**config.mk**
```make
export PLATFORM = sky130hd
export DESIGN_NAME = mac_seq
export DESIGN_NICKNAME = d
export VERILOG_FILES = /design/src/rtl/mac_pkg.sv /design/src/rtl/mac_core.sv /design/src/rtl/mac_seq.sv
export SDC_FILE = /design/constraint.sdc
export NUM_CORES = 1
export LEC_CHECK = 0
export BUFFER_PORTS_ARGS = -buffer_cell sky130_fd_sc_hd__buf_4
export CORE_MARGIN = 2
export CORE_UTILIZATION = 55
export DETAILED_ROUTE_END_ITERATION = 6
export GPL_TIMING_DRIVEN = 0
export MAX_ROUTING_LAYER = met4
export PLACE_DENSITY = 0.85
export SLEW_MARGIN = 20
export SYNTH_ARGS = -nofsm -noshare
export SYNTH_HDL_FRONTEND = slang
export SYNTH_HIERARCHICAL = 1
export SYNTH_SLANG_ARGS = --single-unit
```
**constraint.sdc**
```tcl
create_clock -name clk -period 4.5 [get_ports clk]
set_clock_uncertainty 0.15 [all_clocks]
set_input_delay 0.225 -clock clk [delete_from_list [all_inputs] [get_ports clk]]
set_output_delay 0.225 -clock clk [all_outputs]
set_load 0.03 [all_outputs]
```
**src/rtl/mac_pkg.sv**
```systemverilog
// Shared types and widths for the MAC datapath and its sequencer.
package mac_pkg;
    localparam int OPND_W = 8;
    localparam int ACC_W  = 22;

    typedef enum logic [1:0] {
        IDLE  = 2'd0,
        RUN   = 2'd1,
        DRAIN = 2'd2,
        DONE  = 2'd3
    } state_t;
endpackage

```
**src/rtl/mac_core.sv**
```systemverilog
// 8x8 multiply-accumulate datapath: operand registers, multiplier, accumulator with carry-out.
module mac_core
    import mac_pkg::*;
#(
    parameter int ACC_W = 22
) (
    input  logic              clk,
    input  logic              rst,
    input  logic              clear,
    input  logic              load,
    input  logic [OPND_W-1:0] a,
    input  logic [OPND_W-1:0] b,
    output logic [ACC_W-1:0]  acc,
    output logic              carry
);
    localparam int PROD_W = 2 * OPND_W;

    logic [OPND_W-1:0] a_reg;
    logic [OPND_W-1:0] b_reg;
    logic              prod_vld_reg;
    logic [ACC_W-1:0]  acc_reg;
    logic [PROD_W-1:0] product;
    logic [ACC_W:0]    sum;

    assign product = a_reg * b_reg;
    assign sum     = {1'b0, acc_reg} + {{(ACC_W + 1 - PROD_W){1'b0}}, product};
    // Carry only counts on an edge where the product is actually added.
    assign carry   = prod_vld_reg & sum[ACC_W];
    assign acc     = acc_reg;

    always_ff @(posedge clk or posedge rst) begin
        if (rst) begin
            a_reg        <= '0;
            b_reg        <= '0;
            prod_vld_reg <= 1'b0;
            acc_reg      <= '0;
        end else begin
            if (clear) begin
                acc_reg      <= '0;
                prod_vld_reg <= 1'b0;
            end else begin
                if (prod_vld_reg) begin
                    acc_reg <= sum[ACC_W-1:0];
                end
                prod_vld_reg <= load;
            end
            if (load) begin
                a_reg <= a;
                b_reg <= b;
            end
        end
    end
endmodule

```
**src/rtl/mac_seq.sv**
```systemverilog
// Dot-product sequencer: streams len operand pairs into mac_core and hands off the sum and sticky overflow.
module mac_seq
    import mac_pkg::*;
#(
    parameter int LEN_W = 8,
    parameter int ACC_W = 22
) (
    input  logic              clk,
    input  logic              rst,
    input  logic              start,
    input  logic [LEN_W-1:0]  len,
    input  logic [OPND_W-1:0] a,
    input  logic [OPND_W-1:0] b,
    input  logic              in_valid,
    output logic              in_ready,
    output logic [ACC_W-1:0]  result,
    output logic              ovf,
    output logic              res_valid,
    input  logic              res_ready,
    output logic              busy
);
    state_t           state_reg;
    state_t           state_next;
    logic [LEN_W-1:0] count_reg;
    logic             ovf_reg;
    logic             clear;
    logic             accept;
    logic             carry;
    logic [ACC_W-1:0] acc;

    assign clear  = (state_reg == IDLE) && start;
    assign accept = (state_reg == RUN) && in_valid;

    mac_core #(.ACC_W(ACC_W)) u_core (
        .clk   (clk),
        .rst   (rst),
        .clear (clear),
        .load  (accept),
        .a     (a),
        .b     (b),
        .acc   (acc),
        .carry (carry)
    );

    always_ff @(posedge clk or posedge rst) begin
        if (rst) begin
            state_reg <= IDLE;
        end else begin
            state_reg <= state_next;
        end
    end

    always_comb begin
        state_next = state_reg;
        case (state_reg)
            IDLE:    if (start) state_next = (len == '0) ? DONE : RUN;
            RUN:     if (in_valid && count_reg == LEN_W'(1)) state_next = DRAIN;
            DRAIN:   state_next = DONE;
            DONE:    if (res_ready) state_next = IDLE;
            default: state_next = IDLE;
        endcase
    end

    always_comb begin
        in_ready  = (state_reg == RUN);
        res_valid = (state_reg == DONE);
        busy      = (state_reg != IDLE);
    end

    always_ff @(posedge clk or posedge rst) begin
        if (rst) begin
            count_reg <= '0;
            ovf_reg   <= 1'b0;
        end else begin
            if (clear) begin
                count_reg <= len;
            end else if (accept) begin
                count_reg <= count_reg - LEN_W'(1);
            end
            if (clear) begin
                ovf_reg <= 1'b0;
            end else if (carry) begin
                ovf_reg <= 1'b1;
            end
        end
    end

    assign result = acc;
    assign ovf    = ovf_reg;
endmodule

```
==> impl_metrics.json, run 1 <==
{
  "detailed_place_hpwl_mm": 8.51,
  "wl_mm": 13.4,
  "drtPass1Iterations": 7,
  "n_antenna_cell": 0,
  "fin_nets": 760,
  "drc": 0,
  "viasPerCell": 5.62,
  "synthCells": 521,
  "port_buffers": 54,
  "crit_type": "flop to flop",
  "synth_area_um2": 4950,
  "nFillCells": 541,
  "fin_crit_sh_pct": 103,
  "finalSetupViolCount": 10,
  "outcome": "finished with violations",
  "violations": "setup timing",
  "syn_nets": 648,
  "cts_made_buffers": 5,
  "clkTransAtPathRegs_ps": 90,
  "setup_ws_ps": -131,
  "worstSetupStartpoint": "u_core/b_reg[6]",
  "fin_area_um2": 6340,
  "drt_iter0_drc": 309,
  "antenna_found_initial": 0,
  "seq_area_frac_synth_pct": 25.3,
  "vias": 4170,
  "tritoncts": "done",
  "ys_async_sr_fraction_pct": 100,
  "seq_area_um2": 1270,
  "cts_max_path_buffers": 2,
  "crit_fanout": 6,
  "synth_seq_cells": 50,
  "antenna_left": 0,
  "place_worst_setup_slack_ps": -454,
  "cts_root_buffer": "clkbuf_8",
  "min_from": "a[5]",
  "timing.hold.ws_ps": 3.15,
  "synth-main-ff-cell": "dfrtp_1",
  "hold_viol_final": 0,
  "synth-edff-count": 0,
  "slew_headroom_pct": 46.6,
  "synth_cell_type_count": 48,
  "clock_sinks": 50,
  "die_area_um2": 9770,
  "rsz0062_at_grt": "true",
  "critical_path_arrival_ps": 4720,
  "max_freq_mhz": 216,
  "hp-class": "input pin to flop",
  "max_stage_delay_ps": 570,
  "tightest_slew_ps": 801,
  "cpMostUsedCell": "fa_1",
  "placed_cell_area_um2": 5530,
  "grt_pass1_wl_mm": 20.7,
  "first_global_vias": 4402,
  "start_util_pct": 56.7,
  "fin_crit_ps": 4630,
  "grt_usage_pct": 27.4,
  "insertion_delay_ps": 300,
  "grt_max_degree": 25,
  "rows": 34,
  "wl_per_cell_um": 18.1,
  "largest_reg_flops": 22,
  "die_width_um": 98.8,
  "top_level_ports": 55,
  "max_cap_violations": 0,
  "gp_congestion": 0.864,
  "syn2layout_area_growth_pct": 28.1,
  "reg2reg_from": "u_core/b_reg[6]",
  "multi_input_area_um2": 3490,
  "end_kind": "flop",
  "syn-mean-instance-area_um2": 9.50,
  "ctsHtreeMaxLevel": 2,
  "worst_path_max_delay_cell": "fa_1",
  "yosys_warnings": 6,
  "maxSlewViolCount": 0,
  "grt_overflow": 0,
  "drive_gt1_share_pct": 29.7,
  "die_h_um": 98.8,
  "cp_cell_sequence": "buf_4 -> and2_1 -> fa_1 -> fa_1 -> fa_1 -> inv_1 -> fa_1 -> inv_1 -> ha_4 -> a21oi_4 -> o21ai_2 -> a21oi_2 -> o211ai_4 -> a31oi_1 -> nor2_1 -> nor2_1 -> nor2_1",
  "worst_setup_path_start_kind": "flop",
  "cp.required_ps": 4590,
  "core_um2": 8720
}
what timing repair did:
action | in CTS | in global routing
endpoints found under the hold margin | 33 | 3
hold buffers | 8 | 3
setup endpoints to repair | 14 | 15
pin swaps | 24 | 42
buffers inserted | 27 | 14
resized for setup | 42 | 34
cells in the mapped netlist (6+ instances only):
cell type | instances | area, um2
a21oi_1 | 10 | 50.1
inv_1 | 108 | 405
mux2i_1 | 11 | 110
and2_1 | 36 | 225
ha_1 | 48 | 601
o21ai_0 | 13 | 65.1
nand2_1 | 50 | 188
fa_1 | 50 | 1000
xnor2_1 | 15 | 131
and3_1 | 6 | 37.5
mux2_2 | 16 | 180
clkbuf_1 | 13 | 48.8
dfrtp_1 | 50 | 1250
nor2_1 | 24 | 90.1
layer usage:
metal	routed length [um]	GRT usage [%]	vias up
met5	0	-	-
met4	424	9.80	0
met3	675	3.26	40
met2	7310	49.6	175
met1	5000	31.3	2083
li1	-	-	1872
worst max-delay path, delay by kind of cell, from the launching register on:
kind	cells	cell delay [ps]
AO/OA/AOI/OAI	5	760
AND/OR/NAND/NOR	4	530
flip-flops	1	460
buffers and inverters	3	310
adder cells (fa/ha/maj)	5	2350
through the flow:
stage                     utilization [%]  setup TNS [ps]  instances
after floorplan                         -               0        521
after global placement               63.1           -2820        683
after detailed placement             63.4           -4580        684
after CTS                            69.6               0        725
after global routing                 72.7           -2270        742
final                                72.7            -498        742
cells in the final DEF, fill, tap and decap left out, drive strengths merged, types with 6 or more instances in the layout:
master,count
fa,50
nor2,24
a21o,6
dfrtp,50
inv,108
nand2,50
buf,99
dlygate4sd3,11
clkbuf,16
ha,48
mux2,18
mux2i,11
xnor2,15
o21ai,15
a21oi,10
and2,36
and3,7
cell families after synthesis:
logic type | share of synthesized area [%]
adders and majority gates | 32.4
DFF | 25.3
muxes | 6.32
buffers and inverters | 9.33
and+or+nand+nor | 15.1
xor gates and xnor gates | 3.54
AOI/OAI and AO/OA | 8.07
area by class of cell:
class,instances,area share (%)
multi-input combinational,348,55.0
inverter,108,6.39
sequential,50,20.1
clock inverter,2,0.592
buffer,13,1.11
clock buffer,6,1.14
timing repair buffer,107,13.6
tap,108,2.13
worst paths after layout:
path	endpoint	slack (ps)	cells after the start
setup reg to reg	ovf	-130	17
min in group asynchronous	u_core/a_reg[6]	310	3
hold reg to reg	ovf	380	2
setup / recovery	ovf	-130	17
hold / removal	u_core/a_reg[5]	3	2
max in group asynchronous	u_core/acc[7]	3420	4
Power of run 1 is not shown: default switching activity piles up to over one toggle a cycle in this logic, so the estimate is an artifact.
==> run 2, diff against run 1 <==
Settings changed: SKIP_CTS_REPAIR_TIMING from default to 1.
==> impl_metrics.json, run 2 (synthesis results as in run 1) <==
{
  "vias": 4079,
  "grt_overflow": 0,
  "viasPerCell": 5.58,
  "met3_usage_pct": 2.34,
  "antenna_found_initial": 0,
  "tightest_slew_ps": 760,
  "grt_max_degree": 25,
  "drive_gt1_share_pct": 29.2,
  "detailed_place_hpwl_mm": 8.51,
  "setup_ws_ps": -89.9,
  "grt_busiest_layer": "met2",
  "gp_congestion": 0.864,
  "nFillCells": 551,
  "fin_crit_sh_pct": 102,
  "endpoint": "u_core/acc[18]",
  "crit_fanout": 6,
  "slew_headroom_pct": 49.3,
  "insertion_delay_ps": 300,
  "start_util_pct": 56.7,
  "worst_path_max_delay_cell": "fa_1",
  "fin_area_um2": 6230,
  "hold_viol_final": 6,
  "grt_util_met1_pct": 29.2,
  "grt_pass1_wl_mm": 18.2,
  "fin_nets": 749,
  "syn2layout_area_growth_pct": 25.9,
  "max_freq_mhz": 218,
  "finalSetupViolCount": 10,
  "grt_usage_pct": 23.6,
  "whs_path_depth": 3,
  "max_stage_delay_ps": 550,
  "hp-class": "input pin to flop",
  "die_width_um": 98.8,
  "die_h_um": 98.8,
  "antenna_left": 0,
  "violations": "hold timing, setup timing",
  "max_cap_violations": 0,
  "die_area_um2": 9770,
  "critical_path_arrival_ps": 4640,
  "r2r-end": "u_core/acc[18]",
  "cpMostUsedCell": "fa_1",
  "rows": 34,
  "grt_use_met2_pct": 41.5,
  "ctsHtreeMaxLevel": 2,
  "placed_cell_area_um2": 5530,
  "final_common_cell": "inv_1",
  "seq_area_um2": 1270,
  "timing.hold.ws_ps": -8.51,
  "clkTransAtPathRegs_ps": 90,
  "wl_mm": 12.4,
  "tritoncts": "done",
  "wl_per_cell_um": 17.0,
  "critPathTopFamily": "adder cells",
  "worst_setup_path_start_kind": "flop",
  "clock_sinks": 50,
  "cts_made_buffers": 5,
  "first_global_vias": 4002,
  "core_um2": 8720,
  "outcome": "finished with violations",
  "drt_iter0_drc": 216,
  "crit_type": "flop to flop",
  "n_antenna_cell": 0,
  "largest_reg_flops": 22,
  "cp_num_buf_inv": 4,
  "ff2ff_path_depth": 16,
  "maxSlewViolCount": 0,
  "cp_cell_sequence": "buf_4 -> nand2_1 -> fa_1 -> inv_1 -> fa_1 -> inv_1 -> fa_1 -> fa_1 -> inv_1 -> ha_4 -> and3_4 -> a211o_4 -> nand3_4 -> o211ai_4 -> a22oi_2 -> mux2_4",
  "cp.required_ps": 4550,
  "multi_input_area_um2": 3480,
  "final_cell_mix": "105 x inv_1, 82 x buf_4, 47 x fa_1, 44 x nand2_1, 39 x ha_1",
  "end_kind": "flop",
  "reg2reg_from": "u_core/a_reg[6]",
  "cts_max_path_buffers": 2,
  "path_depth": 16,
  "cts_root_buffer": "clkbuf_8",
  "worstSetupStartpoint": "u_core/a_reg[6]",
  "drc": 0,
  "rsz0062_at_grt": "true",
  "rrSetupSlack_ps": -90,
  "port_buffers": 54,
  "fin_crit_ps": 4590,
  "drtPass1Iterations": 5,
  "top_level_ports": 55
}
run 2: cell type report:
| cell class | instances | share of cell area (%) |
|---|---|---|
| repair buffers | 96 | 12.3 |
| clock buffers | 6 | 1.16 |
| well taps | 108 | 2.17 |
| flip-flops and latches | 50 | 20.4 |
| inverters | 108 | 6.51 |
| plain buffers | 13 | 1.02 |
| clock inverters | 2 | 0.602 |
| multi-input cells | 348 | 55.8 |
run 2: metal layers:
metal	part of all wire (%)	wire [um]	up-vias
met1	39	4820	2058
met5	0	0	-
met4	2.6	318	0
met3	4.9	611	30
li1	-	-	1851
met2	54	6680	140
run 2: tightest hold or removal path, delay by kind of cell:
kind | cells | cell delay (ps)
AND/OR/NAND/NOR | 1 | 40
buffers and inverters | 1 | 80
AO/OA/AOI/OAI | 1 | 60
run 2: worst min-delay path by stage:
stage / startpoint / end / slack (ps)
finish: len[1] / count_reg[1] / -9
CTS: rst / u_core/a_reg[7] / -240
global route: a[0] / u_core/a_reg[0] / -3
global placement: rst / ovf / 90
floorplan: rst / count_reg[0] / -70
detailed placement: rst / u_core/a_reg[7] / 90
run 2: through the flow:
stage / worst slack (ps) / cells / util, % / TNS [ps] / hold WS (ps)
2_1_floorplan: 13.9 / 521 / - / 0 / -72.6
3_3_place_gp: -318 / 683 / 63.1 / -2820 / 93.3
3_5_place_dp: -454 / 684 / 63.4 / -4580 / 88.8
4_1_cts: -495 / 692 / 64.6 / -5180 / -242
5_1_grt: -250 / 731 / 71.4 / -2290 / -2.86
6_report: -89.9 / 731 / 71.4 / -599 / -8.51
Power of run 2 is left out for the same reason.
